## src/rtl/seq_mult_pkg.sv

```systemverilog
// Shared definitions for the sequential shift-add multiplier.
package seq_mult_pkg;

    // FSM encoding; 2'b11 is unused and recovers to StIdle.
    typedef enum logic [1:0] {
        StIdle = 2'b00,
        StRun  = 2'b01,
        StFin  = 2'b10
    } state_e;

    localparam int unsigned DefaultWidth = 8;

    // Counter must hold values up to WIDTH.
    function automatic int unsigned cnt_width(input int unsigned width);
        return $clog2(width + 1);
    endfunction

endpackage

```

## src/rtl/seq_mult_adder.sv

```systemverilog
// WIDTH-bit ripple-carry adder built from full-adder bit slices.
module seq_mult_adder
    import seq_mult_pkg::*;
#(
    parameter int unsigned WIDTH = DefaultWidth
) (
    input  logic [WIDTH-1:0] a,
    input  logic [WIDTH-1:0] b,
    output logic [WIDTH-1:0] s,
    output logic             co
);

    logic [WIDTH:0] c;

    assign c[0] = 1'b0;

    for (genvar i = 0; i < WIDTH; i++) begin : g_slice
        assign s[i]   = a[i] ^ b[i] ^ c[i];
        assign c[i+1] = (a[i] & b[i]) | (c[i] & (a[i] ^ b[i]));
    end

    assign co = c[WIDTH];

endmodule

```

## src/rtl/seq_mult_ctrl.sv

```systemverilog
// Sequential unsigned multiplier: one shift-add step per RUN cycle, WIDTH steps per product.
module seq_mult_ctrl
    import seq_mult_pkg::*;
#(
    parameter int unsigned WIDTH = DefaultWidth
) (
    input  logic               clk,
    input  logic               rstb,
    input  logic               start,
    input  logic [WIDTH-1:0]   a,
    input  logic [WIDTH-1:0]   b,
    output logic               busy,
    output logic               done,
    output logic [2*WIDTH-1:0] p
);

    localparam int unsigned CntW = cnt_width(WIDTH);

    state_e               state_q, state_d;
    logic [WIDTH-1:0]     mc_q, mc_d;
    logic [WIDTH-1:0]     hi_q, hi_d;
    logic [WIDTH-1:0]     lo_q, lo_d;
    logic [CntW-1:0]      cnt_q, cnt_d;
    logic [2*WIDTH-1:0]   p_q, p_d;

    logic [WIDTH-1:0]     addend;
    logic [WIDTH-1:0]     sum;
    logic                 carry;
    logic [WIDTH-1:0]     step_hi;
    logic [WIDTH-1:0]     step_lo;
    logic                 last;

    // Add the multiplicand only when the current multiplier bit is set.
    assign addend = lo_q[0] ? mc_q : '0;

    seq_mult_adder #(
        .WIDTH (WIDTH)
    ) u_adder (
        .a  (hi_q),
        .b  (addend),
        .s  (sum),
        .co (carry)
    );

    // Carry enters at the top so no product bit is lost by the shift.
    assign step_hi = {carry, sum[WIDTH-1:1]};
    assign step_lo = {sum[0], lo_q[WIDTH-1:1]};
    assign last    = (cnt_q == CntW'(WIDTH - 1));

    // Next-state and datapath update.
    always_comb begin
        state_d = state_q;
        mc_d    = mc_q;
        hi_d    = hi_q;
        lo_d    = lo_q;
        cnt_d   = cnt_q;
        p_d     = p_q;
        case (state_q)
            StIdle: begin
                if (start) begin
                    mc_d    = a;
                    lo_d    = b;
                    hi_d    = '0;
                    cnt_d   = '0;
                    state_d = StRun;
                end
            end
            StRun: begin
                hi_d  = step_hi;
                lo_d  = step_lo;
                cnt_d = cnt_q + 1'b1;
                if (last) begin
                    p_d     = {step_hi, step_lo};
                    state_d = StFin;
                end
            end
            StFin: begin
                state_d = StIdle;
            end
            default: begin
                state_d = StIdle;
            end
        endcase
    end

    // State and datapath registers with asynchronous clear.
    always_ff @(posedge clk or negedge rstb) begin
        if (!rstb) begin
            state_q <= StIdle;
            mc_q    <= '0;
            hi_q    <= '0;
            lo_q    <= '0;
            cnt_q   <= '0;
            p_q     <= '0;
        end else begin
            state_q <= state_d;
            mc_q    <= mc_d;
            hi_q    <= hi_d;
            lo_q    <= lo_d;
            cnt_q   <= cnt_d;
            p_q     <= p_d;
        end
    end

    // Status decoded purely from the state register.
    always_comb begin
        busy = (state_q == StRun);
        done = (state_q == StFin);
        p    = p_q;
    end

endmodule

```

## config.mk

```make
export PLATFORM = sky130hd
export DESIGN_NAME = seq_mult_ctrl
export DESIGN_NICKNAME = d
export VERILOG_FILES = /design/src/rtl/seq_mult_pkg.sv /design/src/rtl/seq_mult_adder.sv /design/src/rtl/seq_mult_ctrl.sv
export SDC_FILE = /design/constraint.sdc
export NUM_CORES = 1
export LEC_CHECK = 0
export BUFFER_PORTS_ARGS = -buffer_cell sky130_fd_sc_hd__buf_4
export CAP_MARGIN = 10
export CELL_PAD_IN_SITES_DETAIL_PLACEMENT = 0
export CELL_PAD_IN_SITES_GLOBAL_PLACEMENT = 1
export CORE_MARGIN = 1.5
export CORE_UTILIZATION = 46
export CTS_CLUSTER_DIAMETER = 200
export DETAILED_ROUTE_END_ITERATION = 7
export PLACE_DENSITY = 0.95
export SLEW_MARGIN = 20
export SYNTH_ARGS = -nofsm -noshare
export SYNTH_HDL_FRONTEND = slang
export SYNTH_SLANG_ARGS = --single-unit
```

## constraint.sdc

```tcl
create_clock -name clk -period 7.2 [get_ports clk]
set_clock_uncertainty 0.2 [all_clocks]
set_input_delay 1.08 -clock clk [delete_from_list [all_inputs] [get_ports clk]]
set_output_delay 1.08 -clock clk [all_outputs]
set_load 0.01 [all_outputs]
```

* Word level (Yosys, flattened, before mapping)
Index checks and enable logic that the tools add are counted.
** Cells by class
- Bitwise operators :: 37
- $add $sub $neg :: 1
- Reductions and logical operators :: 6
- Equality and inequality tests :: 5
- Mux-type cells :: 10
** Operators by type and width (number)
- one-hot mux 8 bit (2 select lines) :: 2
- two-way mux 8 bit :: 3
- bitwise AND 1 bit :: 15
- XOR 1 bit :: 15
- one-hot mux 4 bit (2 select lines) :: 1
- AND reduction 2 bit :: 4
- bitwise OR 1 bit :: 7
- adder 4 x 1 -> 4 bit (second input constant) :: 1
- == test 4 x 3 -> 1 bit (second input constant) :: 1
- two-way mux 2 bit :: 2
- two-way mux 4 bit :: 1
- one-hot mux 2 bit (2 select lines) :: 1
- == test 2 x 1 -> 1 bit (second input constant) :: 1
- == test 2 bit (second input constant) :: 1
- zero test 2 bit :: 1
- != test 2 x 1 -> 1 bit (second input constant) :: 1
- != test 2 bit (second input constant) :: 1
- nonzero test 2 bit :: 1
** Word-level totals
- Register bits after elaboration :: 46
- Input port bits :: 19
- Word-level logic and storage cells :: 65
- Output and inout port bits :: 18

* Longest topological paths before layout
Gate-level depths: netlist of the first run.
- Depth after elaboration :: 17
- Gate-level depth with buffers :: 16
- Depth with buffers taken out :: 15

* Cells and area by module
Synthesis of the first run repeated with hierarchy kept, for this count alone.
** Second synthesis, totals
- Cells, all modules :: 160
- Area, all modules :: 2144.6 um^2
** By module, submodules not included
- seq_mult_ctrl :: seq. area each 1151.1 um^2, cells each 142, area each 1954.4 um^2, instances 1
- seq_mult_adder :: seq. area each 0.0 um^2, cells each 18, area each 190.2 um^2, instances 1

* Worst setup path before layout of the first run
OpenSTA, ideal clock, no wires.
- Path type :: flip-flop to flip-flop
- Start point :: register lo_q[0]
- End point :: register hi_q[6]
- Setup slack :: 3.527 ns
- Arrival :: 3.341 ns
- Stages on the path, launching flop included :: 17
- Data required time :: 6.869 ns
- Setup time :: 0.131 ns
- Buffers on the path :: 1
- Period minus slack after synthesis :: 3.673 ns
- Path through :: dfrtp_1 -> clkbuf_1 -> and2_1 -> ha_1 -> inv_1 -> fa_1 -> fa_1 -> inv_1 -> fa_1 -> inv_1 -> fa_1 -> inv_1 -> fa_1 -> inv_1 -> fa_1 -> fa_1 -> o21ai_0
** Between the ends
- Longest elaborated chain between the ends :: 16
- Elaborated cells on any way between the ends :: 29
- Those cells by class :: mux: 2; bitwise: 27
** Ends and longest elaborated chain
- from (decl) :: line seq_mult_ctrl.sv:22 : logic [WIDTH-1:0] lo_q, lo_d;
- from (signal assigned) :: line seq_mult_ctrl.sv:99 : lo_q <= lo_d;
- two-way mux 8 bit * :: line seq_mult_ctrl.sv:34 : assign addend = lo_q[0] ? mc_q : '0;
- bitwise AND 1 bit / XOR 1 bit (equally long branches) :: line seq_mult_adder.sv:19 : assign c[i+1] = (a[i] & b[i]) | (c[i] & (a[i] ^ b[i]));
- bitwise AND 1 bit :: line seq_mult_adder.sv:19
- bitwise OR 1 bit :: line seq_mult_adder.sv:19
- bitwise AND 1 bit :: line seq_mult_adder.sv:19
- bitwise OR 1 bit :: line seq_mult_adder.sv:19
- bitwise AND 1 bit :: line seq_mult_adder.sv:19
- bitwise OR 1 bit :: line seq_mult_adder.sv:19
- bitwise AND 1 bit :: line seq_mult_adder.sv:19
- bitwise OR 1 bit :: line seq_mult_adder.sv:19
- bitwise AND 1 bit :: line seq_mult_adder.sv:19
- bitwise OR 1 bit :: line seq_mult_adder.sv:19
- bitwise AND 1 bit :: line seq_mult_adder.sv:19
- bitwise OR 1 bit :: line seq_mult_adder.sv:19
- XOR 1 bit * :: line seq_mult_adder.sv:18 : assign s[i] = a[i] ^ b[i] ^ c[i];
- one-hot mux 8 bit (2 select lines) * :: line seq_mult_ctrl.sv:58 : case (state_q)
- to (signal assigned) :: line seq_mult_ctrl.sv:98 : hi_q <= hi_d;
- to (decl) :: line seq_mult_ctrl.sv:21 : logic [WIDTH-1:0] hi_q, hi_d;
Every way passes the cells marked *; elsewhere a longest branch is shown, timed or not.
A chain may end at the register's enable or synchronous reset.

* Final worst setup path of the first run
Same ends and word-level chain as after synthesis.

==> metrics.txt, run 1 <==
Tot Pwr 1.11 mW; H-Tree Level Count 2; Starting Density 0.478; internal power slightly below 0.7 mW; Clk pin slew, worst setup/hold paths approximately 80 ps; critical path launch point type flop; TritonCTS clock tree done; worst-margin pin slew ~1000 ps; setup TNS 0 ps; gpl congestion 0.714; worst-path fanout max 9; Switching Share 0.375; FP Rows 24; share of post-route cells with drive strength above 1 0.251; clk root buf clkbuf_8; mean routed wirelength per cell roughly 14 µm; Cell variety after synth 28; IO Pins 37; Maximum Capacitance Violations 0; Resized cells post-CTS 0; final antenna diode count 0; die area 0.00494 mm²; detail-routed via count per cell 5.14; Hold-fix buffers, CTS 0; Die Width 70.3 µm; combinational power share 0.438; clock network power share 0.139; largest net degree at the start of global routing 47; post-synthesis cell area 0.00208 mm²; Rel. slew slack 0.332; required time worst endpoint 7140 ps; CTS Buffer Depth 2; critical path arrival between 3000 and 4000 ps; final hold vios 0; Pre-antenna DRT Iters 4; Final Cycle Share 0.534; Cell Pwr Density 453 mW/mm²; GR met2 Demand/Resource 0.311; RSZ-0062 raised after global routing false; initial drt markers 129; status complete, no violations; Setup crit end kind flop; Synth warnings 0; via count around 1400; sequential share of power 0.423; Post-DP HPWL 2670 µm; DR DRC count 0; crit path time final 3840 ps; Synthesized Nets ~220; Syn-to-layout area delta 17.5%; worst min path class flop to flop; leakage power approximately 1.2 nW; Core Box Area 0.00435 mm²; met1 Usage GRT 0.216; Slew Viols, Final 0; CTS Buf Count 5; final setup vio count 0; FMAX 0.260 GHz; clock sink count 46; All-Layer GR Usage 0.179; first-pass GRT wire length between 6000 and 7000 µm; Post-Route WL 3940 µm; busiest grt layer met2; Clk Latency, worst-skew pair 300 ps; Psw 0.416 mW; register area share after synthesis 0.553; Cells after Synth 189; number of global-route vias before repair 1501; CP Class flop to flop; die height between 70 and 80 µm; Avg Cell Area, Syn 11.0 µm²; routing usage on met3 0.0390; Antenna Violating Nets Remaining 0; buffer count from post-CTS setup fixing 0; total grt overflow 0; number of synthesized register bits 46; initial antenna violation count 0; I/O Buffers 36; maximum vdd drop 155 µV; Layout Nets 252
[synthesized netlist by cell type (all sizes together)]
master / instances / area (µm²)
or3b: 1 / 8.76
nand2b: 1 / 6.26
mux2i: 7 / 70.1
a22oi: 2 / 15.0
o21ai: 9 / 45.0
nand3: 10 / 50.1
nor3: 1 / 16.3
o21ba: 1 / 10.0
nor3b: 2 / 15.0
nor2: 12 / 45.0
nor2b: 1 / 6.26
nand2: 38 / 143
a21o: 1 / 7.51
dfrtp: 46 / 1150
clkinv: 1 / 3.75
o22ai: 6 / 37.5
buf: 5 / 46.3
mux2: 10 / 124
fa: 7 / 140
o31ai: 2 / 15.0
inv: 16 / 60.1
nand4: 1 / 6.26
ha: 2 / 25.0
and2: 3 / 18.8
clkbuf: 4 / 15.0
[per-layer routing]
metal  vias up  wire [µm]
li1        685          -
met1       691       1670
met4         0         68
met2        29       2030
met5         -          0
met3         8        168
[critical path, stage by stage (launching register included)]
cell and delay [ps]:
dfrtp_1 500, and2_1 170, ha_1 130, inv_1 40
fa_1 370, fa_1 370, inv_1 80, fa_1 170
inv_1 50, fa_1 350, inv_1 70, fa_1 160
inv_1 50, fa_1 370, fa_1 510, o21ai_0 100
[layout by cell type (no fill, tap or decap)]
master | Yosys | routed
a21o_1 | 1 | 1
o22ai_1 | 6 | 6
or3b_2 | 1 | 1
buf_4 | 0 | 37
nand4_1 | 1 | 1
mux2_2 | 7 | 7
fa_1 | 7 | 7
o31ai_1 | 2 | 2
clkinv_1 | 1 | 1
nor3b_1 | 2 | 2
mux2i_1 | 7 | 7
a22oi_1 | 2 | 2
inv_1 | 16 | 16
nor3_4 | 1 | 1
mux2_4 | 3 | 3
o21ba_2 | 1 | 1
dfrtp_1 | 46 | 46
nand2b_1 | 1 | 1
o21ai_0 | 9 | 9
clkbuf_8 | 0 | 6
nor2_1 | 12 | 12
nand2_1 | 38 | 38
nor2b_1 | 1 | 1
and2_1 | 3 | 3
nand3_1 | 10 | 10
ha_1 | 2 | 2
[per-stage QoR]
step	cell area [µm²]	setup WS (ps)	hold slack [ps]	instances	utilization
final	2440	3360	285	275	0.561
after global routing	2440	3160	315	275	0.561
after CTS	2440	3360	283	275	0.561
after detailed placement	2360	3360	263	269	0.543
after global placement	2360	3490	255	269	0.543
after floorplan	2080	3530	238	189	-
[registers in the layout, indices dropped and copies added (netlist names)]
| register | count |
|---|---|
| cnt_q | 4 |
| hi_q | 8 |
| lo_q | 8 |
| mc_q | 8 |
| p | 16 |
| state_q | 2 |
[power by group through the flow]
stage               Combinational (mW)  Clock, mW  Sequential, mW
global route                     0.555      0.169           0.488
finish                           0.485      0.154           0.468
detailed placement               0.495          0           0.472
floorplan                        0.322          0           0.471
CTS                              0.495      0.160           0.469
global placement                 0.472          0           0.466
[cells by family (layout without fill, tap and decap cells)]
| family | count (synthesis) | count (layout) | share of synthesized area |
|---|---|---|---|
| flip-flops | 46 | 46 | 0.553 |
| multiplexers | 17 | 17 | 0.0932 |
| AND/OR/NAND/NOR | 70 | 70 | 0.152 |
| AO/OA/AOI/OAI | 21 | 21 | 0.0625 |
| adder cells (fa/ha/maj) | 9 | 9 | 0.0794 |
| buffers and inverters | 26 | 60 | 0.0601 |
[final cells by class]
| cell class | instances | area [µm²] |
|---|---|---|
| multi-input combinational | 117 | 805 |
| sequential | 46 | 1150 |
| clock buffer | 6 | 82.6 |
| tap | 52 | 65.1 |
| fill | 375 | 1910 |
| inverter | 17 | 63.8 |
| timing repair buffer | 37 | 278 |
[path summary, 6_finish.rpt]
path | to | slack (ps) | cells past startpoint | startpoint
worst max-delay path | hi_q[6] | 3360 | 15 | lo_q[0]
worst min-delay path | mc_q[0] | 290 | 2 | mc_q[0]
worst max register to register | hi_q[6] | 3360 | 15 | lo_q[0]
worst min register to register | mc_q[0] | 290 | 2 | mc_q[0]
max in group asynchronous | p[5] | 5840 | 1 | rstb
min in group asynchronous | p[15] | 570 | 1 | rstb
(Power assumes the default switching activity.)
==> inputs of run 2 (changes only) <==
- ABC_AREA: default -> 1
- CORE_UTILIZATION: 46 -> 42
- PLACE_DENSITY: 0.95 -> 0.91
- clock period: 7.2 -> 3.92 ns (I/O delays scaled with it)
==> run 2 against run 1 <==
Critical path depth grew 3. Area after synthesis up 8.1%. Power grew 77%. Synthesized cell count up 33%. First-iteration DRC count is 22% lower. Combinational power grew 64%. Clock power rose by 120%. Sequential share of layout area down 3.7 points. Via count is 19% higher. Maximum frequency increased by 7.9%. Clock-buffer cell count up 2. Critical endpoint is now p[14]. Largest cell class unchanged. Largest power group is now registers.
==> metrics.txt, run 2 <==
number of synthesized register bits 46; TritonCTS clock tree done; I/O Buffers 36; Post-Synth Simple-Gate Area 0.305; leakage power 1.43 nW; Cell variety after synth 25; sequential share of power 0.423; gpl congestion approximately 0.75; GR met2 Demand/Resource 0.298; largest cells by area after synthesis dfrtp_1, nand2_1, fa_1; Synth Area in Adders 0.0734; register area share after synthesis 0.512; Die Width approximately 76 µm; Resized cells post-CTS 0; worst min path class primary input to async pin; All-Layer GR Usage 0.178; max FFs per register 16; first-pass GRT wire length 8120 µm; H-Tree Level Count 2; largest family of logic cells by synthesized area simple AND/OR/NAND/NOR gates; Post-synth EDFFs 0; Starting Density 0.438; internal power 1.18 mW; final setup vio count 0; share of post-route cells with drive strength above 1 0.228; clock network power share 0.172; FF/Latch Area 0.00115 mm²; routing usage on met3 0.0359; mean routed wirelength per cell around 13 µm; Synth Area in XOR/XNOR 0; Synth warnings 0; commonest non-fill, non-tap cell in the layout nand2_1; complex-gate fraction of the synthesized area 0.0350; Switching Share 0.398; FP Rows 26; combinational power share 0.405; CP Class flop to flop; Top FF cell, synth dfrtp_1; die area 0.00580 mm²; Layout Nets ~320; worst-margin pin slew 696 ps; Clk Latency, worst-skew pair 300 ps; met1 Usage GRT 0.228; Cells after Synth 252; DR DRC count 0; status complete, no violations; Antenna Violating Nets Remaining 0; Setup crit end kind flop; most frequent cells in the layout nand2_1, dfrtp_1, buf_4; initial antenna violation count 0; post-synthesis cell area 0.00225 mm²; final hold vios 0; most instantiated cells after synthesis nand2_1, dfrtp_1, inv_1; die height 76.2 µm; Pre-antenna DRT Iters 4; final antenna diode count 0; number of global-route vias before repair 1733; Cell Pwr Density ~740 mW/mm²; total grt overflow 0; IO Pins 37; Hold-fix buffers, CTS 0; clk root buf clkbuf_8; clock sink count 46; Core Box Area 0.00514 mm²; maximum vdd drop 333 µV; Post-DP HPWL 3060 µm; Final Cycle Share 0.908; pre-CTS setup slack 348 ps; Finished Layout Cells 359; RSZ-0062 raised after global routing false; FMAX 0.281 GHz; critical path arrival ~3600 ps; required time worst endpoint 3920 ps; Clk pin slew, worst setup/hold paths ~80 ps; hold_ws around 73 ps; CTS Buf Count 5; Rel. slew slack 0.534; detail-routed via count per cell 4.70; Avg Cell Area, Syn around 9 µm²; setup TNS 0 ps; initial drt markers 101; Psw 0.778 mW; crit path time final 3560 ps; Maximum Capacitance Violations 0; multi-input logic area 931 µm²; largest net degree at the start of global routing 47; CTS Buffer Depth 2; share of flip-flops with an asynchronous set or reset 1.00; Layout fillers 523; via count 1688; Slew Viols, Final 0; top-count cell post-synth nand2_1; buffer count from post-CTS setup fixing 0; post-synth top area cell dfrtp_1; mux contribution to synthesized area 0; critical path launch point type flop; Syn-to-layout area delta 17.9%; placed cells 351; busiest grt layer met2; Post-Route WL 4510 µm; worst-path fanout max 2; Synthesized Nets 280; post-synth top area share 0.512; final worst setup slack 360 ps
[run 2: cell count changes after synthesis, moves of 3 or more]
cell and change:
nand2_2 +9, mux2_4 -3, and2_1 -3, mux2i_1 -7, nand2_1 +78, o22ai_1 -6
nand3_1 +9, clkbuf_1 -3, nor2_1 -9, inv_1 +4, mux2_2 -7
[run 2: power groups by stage]
stage | registers [mW] | logic (mW) | clock network, mW
4_1_cts | 0.827 | 0.806 | 0.346
3_3_place_gp | 0.831 | 0.787 | 0
5_1_grt | 0.858 | 0.910 | 0.363
6_report | 0.827 | 0.793 | 0.336
2_1_floorplan | 0.822 | 0.563 | 0
3_5_place_dp | 0.834 | 0.804 | 0
[run 2: cells by family after synthesis]
kind of cell               Yosys count
DFF                                 46
adders and majority gates            9
buffers and inverters               31
and+or+nand+nor                    154
AOI/OAI and AO/OA                   12
[run 2: layout make-up]
type,instances,area share
timing repair buffer,37,0.105
multi-input combinational,175,0.351
tap,70,0.0330
clock buffer,8,0.0415
inverter,23,0.0354
sequential,46,0.434
[run 2: path summary, 6_finish.rpt]
kind	startpoint	to	slack, ps	depth (start not counted)
max in group asynchronous	rstb	p[9]	3020	1
hold reg to reg	mc_q[5]	mc_q[5]	280	2
setup / recovery	mc_q[0]	p[14]	360	18
hold / removal	rstb	cnt_q[1]	70	1
min in group clk	mc_q[5]	mc_q[5]	280	2
setup reg to reg	mc_q[0]	p[14]	360	18
[run 2: metal layers]
layer	part of all wire	wire length, µm	vias to the layer above
li1	-	-	844
met1	0.48	2150	805
met2	0.47	2120	31
met3	0.034	155	8
met4	0.018	80	0
met5	0	0	-
[run 2: critical path: stages, from the launching register on]
cell	delay (ps)
dfrtp_1	350
nand2_1	50
inv_1	50
ha_1	130
inv_1	50
fa_1	370
fa_1	360
inv_1	70
fa_1	160
inv_1	50
fa_1	350
inv_1	70
fa_1	150
inv_1	40
fa_1	370
fa_1	500
inv_1	40
nand2_1	50
nand2_1	40
[run 2: stage by stage]
step / power (mW) / area (µm²) / util
after floorplan: 1.39 / 2250 / -
after global placement: 1.62 / 2540 / 0.494
after detailed placement: 1.64 / 2540 / 0.494
after CTS: 1.98 / 2650 / 0.516
after global routing: 2.13 / 2650 / 0.516
final: 1.96 / 2650 / 0.516
==> inputs of run 3 (changes only) <==
- ABC_AREA: 1 -> default
- CORE_UTILIZATION: 42 -> 45
- CTS_BUF_LIST: default -> sky130_fd_sc_hd__clkbuf_8
- PLACE_DENSITY: 0.91 -> 0.93
==> run 3 against run 2 <==
Flip-flop and latch count did not move. Die area fell by 13%. Power rose by 6.1%. Maximum frequency fell by 0.66%. Non-clock buffer count rose by 4. Clock-buffer cell count fell by 2. Wire length fell by 13%. Register-to-register slack got worse by 20 ps. Design area fell by 6.3%. Worst setup slack got worse by 24 ps. First-iteration DRC count fell by 23%. Critical path depth fell by 3.
==> metrics.txt, run 3 (synthesis results as in run 1) <==
status complete, no violations; clock sink count 46; required time worst endpoint between 3000 and 4000 ps; worst reg2reg path depth 15; Core Box Area 0.00441 mm²; worst r2r src mc_q[0]; FP Rows 24; Post-Route WL between 3000 and 4000 µm; H-Tree Level Count 2; max FFs per register 16; critical path launch point type flop; most frequent cells in the layout dfrtp_1, buf_4, nand2_1; Antenna Violating Nets Remaining 0; Layout Nets approximately 260; Post-DP HPWL 2730 µm; final hold vios 0; initial antenna violation count 0; met1 wire length between 1500 and 2000 µm; sequential share of power 0.410; DR DRC count 0; Hold-fix buffers, CTS 0; buffer count from post-CTS setup fixing 0; Resized cells post-CTS 0; clock network power share 0.140; detail-routed via count per cell about 5.1; internal power about 1.3 mW; Psw 0.778 mW; Layout fillers 395; number of global-route vias before repair roughly 1500; Maximum Capacitance Violations 0; clk root buf clkbuf_8; worst-margin pin slew 741 ps; gpl congestion 0.742; CP Class flop to flop; wire length on met2 2030 µm; TritonCTS clock tree done; FMAX 0.279 GHz; maximum vdd drop 312 µV; Slew Viols, Final 0; crit path time final 3580 ps; critical path arrival approximately 3600 ps; Largest stage delay, worst path 500 ps; first-pass GRT wire length 6840 µm; Pre-antenna DRT Iters 4; Tot Pwr 2.08 mW; RSZ-0062 raised after global routing false; share of post-route cells with drive strength above 1 0.266; flop2flop setup slack 340 ps; setup TNS 0 ps; CP bufs+invs 5; Clk Latency, worst-skew pair 290 ps; die height 71 µm; Switching Share 0.375; Starting Density 0.471; All-Layer GR Usage 0.175; CTS Buffer Depth 2; mean routed wirelength per cell 14.0 µm; finished layout cell area 0.00248 mm²; total grt overflow 0; CP Cell Sequence and2_1 -> ha_1 -> inv_1 -> fa_1 -> fa_1 -> inv_1 -> fa_1 -> inv_1 -> fa_1 -> inv_1 -> fa_1 -> inv_1 -> fa_1 -> fa_1 -> o21ai_0; Rel. slew slack 0.505; final antenna diode count 0; I/O Buffers 36; Clk pin slew, worst setup/hold paths 80 ps; Syn-to-layout area delta 19.4%; worst min path class primary input to async pin; commonest non-fill, non-tap cell in the layout dfrtp_1; Setup crit end kind flop; largest net degree at the start of global routing 47; Worst path most repeated cell fa_1; reg2reg end hi_q[6]; Final Cycle Share 0.914; via count 1435; worst-path fanout max 2; combinational power share 0.451; Crit-path slowest cell fa_1; met3 wire len 143 µm; Cell Pwr Density between 800 and 900 mW/mm²; Crit path max-delay family adder cells; Placement Cell Area 0.00239 mm²; leakage power ~1.2 nW; CTS Buf Count 5; initial drt markers 78; IO Pins 37; die area 0.00504 mm²; uppermost layer routed met4; final setup vio count 0; Die Width roughly 70 µm
-- run 3: cell types whose count changed in the layout (fill, tap and decap cells not counted), moves of 3 or more --
cell	delta
mux2i_1	+7
nand2_1	-78
nor2_1	+9
o22ai_1	+6
mux2_2	+7
nand3_1	-9
mux2_4	+3
inv_1	-3
buf_4	+4
and2_1	+3
nand2_2	-9
-- run 3: layout make-up --
type                            instances  area (µm²)  area share
Timing Repair Buffer                   41         308       0.124
Sequential cell                        46        1150       0.463
Inverter                               17        63.8      0.0257
Tap cell                               52        65.1      0.0262
Clock buffer                            6        82.6      0.0332
Multi-Input combinational cell        117         805       0.324
Clock inverter                          2        8.76     0.00353
-- run 3: how the worst max path moves through the flow --
stage               startpoint  endpoint  slack, ps  cells past startpoint
floorplan              lo_q[0]   hi_q[6]        250                     16
global placement       mc_q[0]   hi_q[6]        420                     15
detailed placement     mc_q[0]   hi_q[6]        330                     15
CTS                    mc_q[0]   hi_q[6]        320                     15
global route           lo_q[0]   hi_q[6]         80                     15
finish                 mc_q[0]   hi_q[6]        340                     15
-- run 3: per-stage QoR --
stage,util,instances,worst slack (ps),hold WS (ps)
floorplan,-,189,247,92.4
global route,0.563,281,83.0,122
CTS,0.563,281,316,108
detailed placement,0.542,273,333,266
global placement,0.542,273,423,255
finish,0.563,281,336,83.5
-- run 3: power groups by stage --
stage                     logic [mW]  clock network [mW]  registers [mW]
final                          0.935               0.290           0.850
after CTS                      0.953               0.299           0.850
after detailed placement       0.949                   0           0.859
after global routing            1.05               0.316           0.885
after floorplan                0.592                   0           0.865
after global placement         0.900                   0           0.846
-- run 3: routing by layer --
layer  vias up  GRT usage
met5         -          0
met4         0     0.0818
met3         5     0.0271
met2        28      0.283
met1       706      0.233
li1        696          -
